$ cat src/rtl/i2f16_pipe.sv
// i2f16_pipe: three-stage pipelined integer-to-FP16 (IEEE 754 binary16) converter.
//   Stage 1: sign extraction and magnitude (two's complement negate when signed).
//   Stage 2: leading-zero count and normalisation; unbiased exponent.
//   Stage 3: round-to-nearest-even, exponent bias, overflow to infinity, flags.
// Each stage advances when the stage downstream of it can take its contents,
// so bubbles collapse and a full pipe streams one word per cycle.
module i2f16_pipe #(
  parameter int WID = 16
) (
  input  logic           clk,
  input  logic           rst_n,
  input  logic           in_valid,
  output logic           in_ready,
  input  logic           op,
  input  logic [WID-1:0] in_int,
  output logic           out_valid,
  input  logic           out_ready,
  output logic [15:0]    o,
  output logic           overflow,
  output logic           inexact
);

  // Exponent arithmetic width: unbiased exponent is at most 31, and with the
  // bias plus a rounding carry it stays below 64.
  localparam int EW = 6;
  // Bits below the hidden one, followed by 11 zeros so that the fraction,
  // guard and sticky positions exist even for narrow inputs.
  localparam int XW = WID + 10;

  if (WID < 8 || WID > 32) begin : g_wid_check
    $error("i2f16_pipe: WID must lie in 8..32");
  end

  // ---------------------------------------------------------------------------
  // Pipeline state
  // ---------------------------------------------------------------------------
  logic v1_q, v1_d;
  logic v2_q, v2_d;
  logic v3_q, v3_d;

  // Stage 1 payload
  logic           sgn1_q, sgn1_d;
  logic [WID-1:0] mag1_q, mag1_d;
  logic           iz1_q,  iz1_d;

  // Stage 2 payload; norm holds only the bits below the hidden one, which is
  // implied to be 1 whenever the operand is non-zero.
  logic           sgn2_q,  sgn2_d;
  logic           iz2_q,   iz2_d;
  logic [WID-2:0] norm2_q, norm2_d;
  logic [EW-1:0]  e2_q,    e2_d;

  // Stage 3 payload (the registered outputs)
  logic [15:0] o_q,   o_d;
  logic        ovf_q, ovf_d;
  logic        inx_q, inx_d;

  // Stage enables and working values
  logic          adv1, adv2, adv3;
  logic [EW-1:0] lz;
  logic [XW-1:0] ext;
  logic [9:0]    frac;
  logic          g_bit, s_bit, rnd_up;
  logic [10:0]   frac_r;
  logic [EW-1:0] be;

  // Stage enables: a stage moves when it is empty or its successor moves.
  always_comb begin
    adv3     = !v3_q || out_ready;
    adv2     = !v2_q || adv3;
    adv1     = !v1_q || adv2;
    in_ready = adv1;
  end

  // Valid bits follow the predecessor when advancing, otherwise hold.
  always_comb begin
    v1_d = adv1 ? in_valid : v1_q;
    v2_d = adv2 ? v1_q     : v2_q;
    v3_d = adv3 ? v2_q     : v3_q;
  end

  // Stage 1: sign and magnitude of the incoming operand.
  always_comb begin
    // NOTE: every variable assigned here gets a default first (its held value),
    // so no path leaves it unassigned and no latch is inferred.
    sgn1_d = sgn1_q;
    mag1_d = mag1_q;
    iz1_d  = iz1_q;
    if (adv1 && in_valid) begin
      sgn1_d = op & in_int[WID-1];
      // Negating the most negative signed value wraps back to 2^(WID-1),
      // which read as unsigned is exactly its magnitude.
      mag1_d = sgn1_d ? -in_int : in_int;
      iz1_d  = (in_int == '0);
    end
  end

  // Stage 2: leading-zero count, normalise, unbiased exponent.
  always_comb begin
    // Ascending scan: the highest set bit is the last to write lz.
    lz = EW'(WID);
    for (int i = 0; i < WID; i++) begin
      if (mag1_q[i]) lz = EW'(WID - 1 - i);
    end
    sgn2_d  = sgn2_q;
    iz2_d   = iz2_q;
    norm2_d = norm2_q;
    e2_d    = e2_q;
    if (adv2 && v1_q) begin
      sgn2_d  = sgn1_q;
      iz2_d   = iz1_q;
      // After the shift the MSB is the hidden one; keep the bits below it.
      norm2_d = (WID-1)'(mag1_q << lz);
      e2_d    = EW'(WID - 1) - lz;
    end
  end

  // Stage 3: round to nearest even, bias, saturate to infinity, set flags.
  always_comb begin
    ext    = {norm2_q, 11'b0};
    frac   = ext[WID+9:WID];
    g_bit  = ext[WID-1];
    s_bit  = |ext[WID-2:0];
    rnd_up = g_bit & (s_bit | frac[0]);
    frac_r = {1'b0, frac} + {10'b0, rnd_up};
    // A carry out of the fraction leaves frac_r[9:0] at zero and bumps e.
    be     = e2_q + EW'(15) + {{(EW-1){1'b0}}, frac_r[10]};

    o_d   = o_q;
    ovf_d = ovf_q;
    inx_d = inx_q;
    if (adv3 && v2_q) begin
      if (iz2_q) begin
        o_d   = 16'h0000;
        ovf_d = 1'b0;
        inx_d = 1'b0;
      end else if (be >= EW'(31)) begin
        o_d   = {sgn2_q, 5'h1F, 10'h000};
        ovf_d = 1'b1;
        inx_d = 1'b1;
      end else begin
        o_d   = {sgn2_q, be[4:0], frac_r[9:0]};
        ovf_d = 1'b0;
        inx_d = g_bit | s_bit;
      end
    end
  end

  // Control and output registers: synchronous active-low reset.
  always_ff @(posedge clk) begin
    // NOTE: state is written with non-blocking assignments so every flop
    // samples its _d value from before this edge, independent of block order.
    if (!rst_n) begin
      v1_q  <= 1'b0;
      v2_q  <= 1'b0;
      v3_q  <= 1'b0;
      o_q   <= 16'h0000;
      ovf_q <= 1'b0;
      inx_q <= 1'b0;
    end else begin
      v1_q  <= v1_d;
      v2_q  <= v2_d;
      v3_q  <= v3_d;
      o_q   <= o_d;
      ovf_q <= ovf_d;
      inx_q <= inx_d;
    end
  end

  // Payload registers of stages 1 and 2.
  always_ff @(posedge clk) begin
    // NOTE: payload flops carry no reset; they are only ever consumed when the
    // matching valid bit is set, and the valid bits are reset.
    sgn1_q  <= sgn1_d;
    mag1_q  <= mag1_d;
    iz1_q   <= iz1_d;
    sgn2_q  <= sgn2_d;
    iz2_q   <= iz2_d;
    norm2_q <= norm2_d;
    e2_q    <= e2_d;
  end

  assign out_valid = v3_q;
  assign o         = o_q;
  assign overflow  = ovf_q;
  assign inexact   = inx_q;

endmodule

$ cat config.mk
export PLATFORM = sky130hd
export DESIGN_NAME = i2f16_pipe
export DESIGN_NICKNAME = d
export VERILOG_FILES = /design/src/rtl/i2f16_pipe.sv
export SDC_FILE = /design/constraint.sdc
export NUM_CORES = 1
export LEC_CHECK = 0
export CAP_MARGIN = 0
export CORE_ASPECT_RATIO = 0.5
export CORE_MARGIN = 1
export CORE_UTILIZATION = 40
export CTS_CLUSTER_DIAMETER = 80
export DETAILED_ROUTE_END_ITERATION = 12
export GPL_TIMING_DRIVEN = 0
export PLACE_DENSITY = 0.63
export SLEW_MARGIN = 20
export SYNTH_ARGS = -nofsm -noshare
export SYNTH_HDL_FRONTEND = slang
export SYNTH_SLANG_ARGS = --single-unit
$ cat constraint.sdc
create_clock -name clk -period 7.11 [get_ports clk]
set_input_delay 1.0665 -clock clk [delete_from_list [all_inputs] [get_ports clk]]
set_output_delay 1.0665 -clock clk [all_outputs]
set_load 0.005 [all_outputs]
# Yosys cells after proc, flatten, opt, wreduce, memory -nomap -nowiden
# Cells that the tools add are included.
totals:
  wordCells: 58
  out_inout_bits: 20
  in_bits: 21
  reg_bits: 62
op_classes:
  mux: 23
  n_reduce_logical: 11
  bitwise_logic: 4
  shifts: 1
  order_cmp: 1
  n_addsub: 5
ops:
  columns: ["operator", "n"]
  rows:
  - ["$mux W6", 15]
  - ["$mux W16", 2]
  - ["$logic_not A16 Y1", 1]
  - ["$neg A16 Y16", 1]
  - ["$shl A16 B6 Y15", 1]
  - ["$mux W15", 1]
  - ["$add A10 B1 Y11", 1]
  - ["$add A6 B1 Y6", 1]
  - ["$add A6 B4 Y6 const B", 1]
  - ["$ge A6 B5 Y1 const B", 1]
  - ["$sub A4 B6 Y6 const A", 1]
  - ["$mux W5", 1]
  - ["$mux W1", 4]
  - ["$reduce_or A4 Y1", 1]
  - ["$logic_and A1 B1 Y1", 3]
  - ["$logic_not A1 Y1", 3]
  - ["$logic_or A1 B1 Y1", 3]
  - ["$and A1 B1 Y1", 2]
  - ["$or A1 B1 Y1", 2]

# Longest topological paths before layout
# Gate-level depths: netlist of the first run.
depth:
  depth_word: 17
  ltp_mapped: 15
  mapped_depth_nobuf: 15

# Worst setup path before layout of the first run
# No wires, ideal clock.
synth_path:
  path_kind: "input to register"
  startpoint: "input out_ready"
  endpoint: "register e2_q[0] (enable)"
  arrival_time_ps: 2810
  setup_slack_ps: 3865
  n_path_buf: 0
  cell_stages: 2
  t_required_ps: 6675
  cell_sequence: "nor2b_1 a21boi_0"
synth_via:
  elab_chain_cells: 3
synth_lines:
  columns: ["item", "line", "rtl"]
  rows:
  - ["start, declared", "17", "input logic out_ready,"]
  - ["$logic_or A1 B1 Y1", "69", "adv3 = !v3_q || out_ready;"]
  - ["$logic_or A1 B1 Y1", "70", "adv2 = !v2_q || adv3;"]
  - ["$logic_and A1 B1 Y1", "109", "if (adv2 && v1_q) begin"]
  - ["end signal, assigned", "180", "e2_q <= e2_d;"]
  - ["end, declared", "51", "logic [EW-1:0] e2_q, e2_d;"]
# Every way passes these cells.
# A chain may end at the register's enable or synchronous reset.

# Worst setup path after layout of the first run
layout_path:
  startpoint: "input out_ready"
  endpoint: "output in_ready"
layout_via:
  elab_chain_cells: 3
layout_lines:
  columns: ["item", "line", "rtl"]
  rows:
  - ["$logic_or A1 B1 Y1", "69", null]
  - ["$logic_or A1 B1 Y1", "70", null]
  - ["$logic_or A1 B1 Y1", "71", "adv1 = !v1_q || adv2;"]
  - ["end, declared", "13", "output logic in_ready,"]
# Every way passes these cells.

==> results by group, run 1 <==
Cells and area
  • Filler cell count in the final layout: 763
  • Layout cells sized above 1: 9.71%
  • Post-route cell area: 4310 sq um
  • Nets@finish: 432
  • Area Growth Syn to Fin: 24.0%
  • Antenna diode count: 0
  • Final std cells w/o fill: 524
  • Core Util, Final: 52.6%
  • Commonest cells after routing, fill and taps aside: edfxtp_1 (40), clkdlybuf4s50_1 (40), nor2_1 (30)

Detailed routing
  • Routed via count divided by cell count: 5.40
  • DRT Pass-1 Iters: 4
  • Final wirelength: 7970 microns
  • Iteration-0 DRC Markers: 140
  • Final ANT Viol Nets: 0
  • Via Count: 2832
  • DRC: 0
  • Routed wire per std cell: 15.2 microns

Global routing
  • Busiest grt layer: met2
  • First-pass GRT wire length: 13200 microns
  • Global route overflow: 0
  • Met2 Use GR: 31.2%
  • Initial antenna violation count: 0
  • Vias in the first global route: 2624
  • Total GRT Usage: 19.2%
  • Grt met1 use: 25.2%
  • Largest net degree at the start of global routing: 17
  • GR Util met3: 5.41%

CTS
  • Postcts setup bufs: 0
  • # resized after CTS: 0
  • CTS tree: done
  • CTS sink cnt: 61
  • Clk buf depth: 2
  • Skew-Pair Late Insertion Delay: 330 ps
  • Post-CTS Hold Buffers: 0
  • CTS H-tree depth: 3
  • CTS Buf Count: 9
  • Root buffer cell: clkbuf_16
  • CTS clk-pin slew, worst paths: 50 ps

Worst setup path
  • CP endpoint: in_ready
  • Crit path arrival time: 2500 ps
  • Critical path data required time: 6040 ps
  • RR Startpoint: norm2_q[4]
  • R2R depth: 15
  • Critical path type: input pin to output port
  • Crit. Startpoint: out_ready
  • Worst-path fanout max: 6
  • Crit start category: input pin
  • Reg-to-reg slack, setup: 4110 ps
  • CP Capture Type: output port
  • Reg2reg end: o[5]

Pwr
  • Worst vdd rail ir drop: 0.000111 V
  • PwrDens: 230 nW/um^2
  • Leak Pwr: 1.49 nW
  • Pwr Total: 991 uW

Logic synthesis
  • Yosys top cell by area: edfxtp_1
  • Ys Warns: 0
  • Mean area per synthesized cell: 9.83 sq um
  • Number of flops mapped to enable cells by yosys: 40
  • Area share of the largest cell type after synthesis: 34.5%
  • Seq/Total Area, Yosys: 46.6%
  • Ys async rst share: 0%
  • Post-Syn Instances: 354
  • Flops & latches, synth: 61
  • Ys flop type: edfxtp_1
  • Top cells by area, synth: edfxtp_1 (35%), dfxtp_1 (12%), nor2b_1 (4.5%)
  • Synth Net Count: 379
  • Cell variety after synth: 55
  • Mapped Area: 3480 sq um

STA
  • Final period util: 50.1%
  • Setup violations, final: 0
  • Fmax: 281 MHz
  • Slew @ Worst Pin: 789 ps
  • Relative slew slack: 46.9%
  • Slew Viols, Final: 0
  • Period minus WS final: 3560 ps
  • Final worst slack: 3550 ps
  • Setup TNS: 0 ps
  • RSZ-0062 raised after global routing: no
  • Setup Skew: 5.05 ps
  • Final Hold Fails: 0
  • Final Hold Slack: 418 ps

Die
  • Chip width: 134 microns
  • Die area: 9100 sq um
  • Starting Density: 42.4%
  • Row count: 23
  • IO Count: 41
  • Die height: 67.9 microns
  • Core footprint: 8200 sq um

Placed design
  • Setup Slack @ Placement: 3560 ps
  • # placed instances: 508
  • Area post-placement: 4050 sq um
  • GPL Wtd Cong: 0.869
  • Post-DP HPWL: 6100 microns
  • Port Buffer Count: 40

Job
  • MaxCap Viol Count: 0

Min path
  • Hold WC Path Type: register to register

Outcome
  • Outcome: complete, no violations
-- worst max-delay path, cell delays in order --
cell and delay [ps]:
clkdlybuf4s50_1 400, nor2b_1 380, nand3_1 170, clkdlybuf4s50_1 480
-- state kept, by name (all words and copies together) (netlist names) --
| name | cells |
|---|---|
| sgn2_q | 1 |
| iz2_q | 1 |
| norm2_q | 15 |
| mag1_q | 16 |
| iz1_q | 1 |
| v1_q | 1 |
| v2_q | 1 |
| sgn1_q | 1 |
| out_valid | 1 |
| inexact | 1 |
| o | 16 |
| e2_q | 5 |
| overflow | 1 |
-- where the power goes --
group / leakage, nW / internal, mW / switching (mW)
sequential: 0.544 / 0.411 / 0.0219
clock: 0.131 / 0.231 / 0.143
combinational: 0.812 / 0.0806 / 0.103
total: 1.49 / 0.723 / 0.268
-- cell families (layout without fill, tap and decap cells) --
kind of cell | after synthesis | after routing | synth area share, %
xor gates and xnor gates | 22 | 22 | 5.54
and+or+nand+nor | 132 | 132 | 19.8
adders and majority gates | 4 | 4 | 1.44
buffers and inverters | 25 | 83 | 3.24
muxes | 13 | 13 | 3.96
DFF | 61 | 61 | 46.6
AOI/OAI and AO/OA | 97 | 97 | 19.4
-- cell type report --
cell class                      count  area (sq um)  share of cell area [%]
Sequential cell                    61          1620                    37.6
Timing Repair Buffer               42           423                    9.81
Clock buffer                       10           229                    5.31
Multi-Input combinational cell    268          1750                    40.7
Clock inverter                      6          31.3                   0.725
Buffer                             13          67.6                    1.57
Inverter                           12          45.0                    1.04
Tap cell                          112           140                    3.25
-- metal layers --
layer,routed length (microns),share of wire (%),up-vias
li1,-,-,1427
met1,3970,50,1316
met2,3540,44,81
met3,390,4.9,8
met4,69,0.87,0
met5,0,0,-
-- synth_stat cells, types with 8 or more instances --
master / n
a21oi_1: 16
nand3_1: 13
o21ai_0: 17
xor2_1: 10
xnor2_1: 12
nand2_1: 26
a22oi_1: 14
inv_1: 12
nor2_1: 30
dfxtp_1: 21
clkbuf_1: 8
nor2b_1: 25
edfxtp_1: 40
-- worst min-delay path by stage --
stage                      from    end  slack [ps]  depth (start not counted)
after floorplan           iz1_q  iz2_q         400                          0
after global placement    iz1_q  iz2_q         400                          0
after detailed placement  iz1_q  iz2_q         410                          0
after CTS                 iz1_q  iz2_q         420                          0
after global routing      iz1_q  iz2_q         440                          0
final                     iz1_q  iz2_q         420                          0
(Power assumes the default switching activity.)
==> run 2, diff against run 1 <==
--- a/config.mk
+++ b/config.mk
@@ -12,7 +12,7 @@
 export CTS_CLUSTER_DIAMETER = 80
 export DETAILED_ROUTE_END_ITERATION = 12
 export GPL_TIMING_DRIVEN = 0
-export PLACE_DENSITY = 0.63
+export PLACE_DENSITY = 0.66
 export SLEW_MARGIN = 20
 export SYNTH_ARGS = -nofsm -noshare
 export SYNTH_HDL_FRONTEND = slang
==> constraint.sdc (replaced) <==
create_clock -name clk -period 3.2 [get_ports clk]
set_input_delay 0.48 -clock clk [delete_from_list [all_inputs] [get_ports clk]]
set_output_delay 0.48 -clock clk [all_outputs]
set_load 0.005 [all_outputs]
==> run 2 against run 1 <==
  * Critical path depth up 10
  * Clock skew up 2.3 ps
  * Sequential share of layout area down 0.54 points
  * Final cell count unchanged
==> results by group, run 2 (synthesis gave the netlist of run 1 again) <==
CTS
  • CTS clk-pin slew, worst paths: 50 ps (about the same)
  • Skew-Pair Late Insertion Delay: 330 ps (about the same)
  • Clk buf depth: 2 (unchanged)
  • CTS Buf Count: 9 (unchanged)
  • Post-CTS Hold Buffers: 0 (unchanged)
  • CTS tree: done
  • Root buffer cell: clkbuf_16
  • # resized after CTS: 0 (unchanged)
  • Postcts setup bufs: 0 (unchanged)
  • CTS sink cnt: 61 (unchanged)
  • CTS H-tree depth: 3 (unchanged)

STA
  • Setup TNS: 0 ps (unchanged)
  • Fmax: 343 MHz
  • Final worst slack: 285 ps (-3260 ps)
  • Final Hold Fails: 0 (unchanged)
  • Slew @ Worst Pin: 791 ps (+2.03 ps)
  • RSZ-0062 raised after global routing: no
  • Period minus WS final: 2910 ps
  • Relative slew slack: 46.8% (-0.14 points)
  • Slew Viols, Final: 0 (unchanged)
  • Final period util: 91.1%
  • Setup violations, final: 0 (unchanged)
  • Final Hold Slack: 418 ps (+0.655 ps)
  • Setup Skew: 7.39 ps (+2.34 ps)

Global routing
  • Initial antenna violation count: 0 (unchanged)
  • Total GRT Usage: 18.2% (-0.97 points)
  • Global route overflow: 0 (unchanged)
  • Largest net degree at the start of global routing: 17 (unchanged)
  • Vias in the first global route: 2561 (-2.4%)
  • First-pass GRT wire length: 12500 microns (-4.9%)

Cells and area
  • Commonest cells after routing, fill and taps aside: edfxtp_1 (40), clkdlybuf4s50_1 (40), nor2_1 (30)
  • Post-route cell area: 4370 sq um (+1.5%)
  • Layout cells sized above 1: 9.95% (+0.24 points)
  • Final std cells w/o fill: 524 (unchanged)
  • Antenna diode count: 0 (unchanged)
  • Nets@finish: 432 (unchanged)
  • Area Growth Syn to Fin: 25.8%

Detailed routing
  • Final ANT Viol Nets: 0 (unchanged)
  • Via Count: 2809 (-0.81%)
  • Final wirelength: 7700 microns (-3.5%)
  • DRC: 0 (unchanged)
  • Iteration-0 DRC Markers: 195 (+39%)
  • Routed via count divided by cell count: 5.36 (-0.81%)
  • Routed wire per std cell: 14.7 microns (-3.5%)
  • DRT Pass-1 Iters: 5 (+1)

Die
  • Row count: 23 (unchanged)
  • Core footprint: 8200 sq um (unchanged)
  • Die area: 9100 sq um (unchanged)
  • IO Count: 41 (unchanged)
  • Starting Density: 42.4% (unchanged)
  • Die height: 67.9 microns (unchanged)
  • Chip width: 134 microns (unchanged)

Worst setup path
  • CP Capture Type: register
  • Critical path type: register to register
  • Reg-to-reg slack, setup: 290 ps (-3820 ps)
  • Worst-path fanout max: 4 (-2)
  • Critical path data required time: 3470 ps (-2570 ps)
  • Crit path arrival time: 3180 ps (+680 ps)
  • Crit start category: register

Pwr
  • Leak Pwr: 1.50 nW (+1.2%)
  • Net Sw Power: 597 uW (+120%)
  • Int Power: 1.77 mW (+150%)
  • Sw Ratio: 25.2% (-1.9 points)
  • PwrDens: 542 nW/um^2 (+140%)
  • Register share of total power: 40.6% (-3.1 points)
  • Worst vdd rail ir drop: 0.000290 V (+160%)
  • Clock share of power: 42.3% (+4.5 points)
  • Combinational share of power: 17.1% (-1.4 points)

Outcome
  • Outcome: complete, no violations

Job
  • MaxCap Viol Count: 0 (unchanged)

Min path
  • Hold WC Path Type: register to register

Placed design
  • Port Buffer Count: 40 (unchanged)
  • Setup Slack @ Placement: 216 ps (-3340 ps)
  • # placed instances: 508 (unchanged)
  • GPL Wtd Cong: 0.879 (+1.2%)
  • Area post-placement: 4050 sq um (unchanged)
  • Post-DP HPWL: 6010 microns (-1.4%)
[run 2: changes by cell type in the layout (fill, tap and decap cells not counted), sizes merged]
cell | previous run | this run
bufinv | 0 | 2
clkinv | 6 | 2
clkinvlp | 0 | 2
[run 2: per-layer routing]
metal / vias up / GRT usage [%] / wire, microns
met5: - / 0 / 0
met3: 4 / 5.11 / 322
met1: 1300 / 24.0 / 3950
met4: 0 / 7.39 / 37
met2: 74 / 28.6 / 3390
li1: 1431 / - / -
[run 2: worst max-delay path, stage by stage, from the launching register on]
cell	delay, ps
edfxtp_1	370
and2_1	190
ha_1	190
nand3_1	120
nor2_1	170
and3_1	210
nand3_1	110
ha_1	220
ha_1	310
nor4b_1	310
nand2_1	80
nand2_1	180
nor3_1	90
o31ai_1	180
and2_1	140
[run 2: path summary, 6_finish.rpt]
check	endpoint	cells past startpoint	from
max	inexact	14	norm2_q[4]
min	iz2_q	0	iz1_q
max reg2reg	inexact	14	norm2_q[4]
min reg2reg	iz2_q	0	iz1_q
[run 2: stage by stage]
stage	util (%)	power, mW
3_3_place_gp	49.0	1.37
3_5_place_dp	49.4	1.38
6_report	53.3	2.37
4_1_cts	53.3	2.39
5_1_grt	53.3	2.48
2_1_floorplan	-	1.24
[run 2: area by class of cell]
class | instances | area, sq um
Buffer | 13 | 67.6
Clock buffer | 10 | 229
Clock inverter | 6 | 87.6
Fill cell | 753 | 3830
Inverter | 12 | 45.0
Multi-Input combinational cell | 268 | 1760
Sequential cell | 61 | 1620
Tap cell | 112 | 140
Timing Repair Buffer | 42 | 423
[run 2: power groups by stage]
stage          registers (mW)  logic (mW)  clock network, mW
2_1_floorplan           0.964       0.278                  0
5_1_grt                 0.970       0.446               1.06
3_5_place_dp            0.977       0.400                  0
4_1_cts                 0.962       0.402               1.03
6_report                0.962       0.405               1.00
3_3_place_gp            0.977       0.393                  0
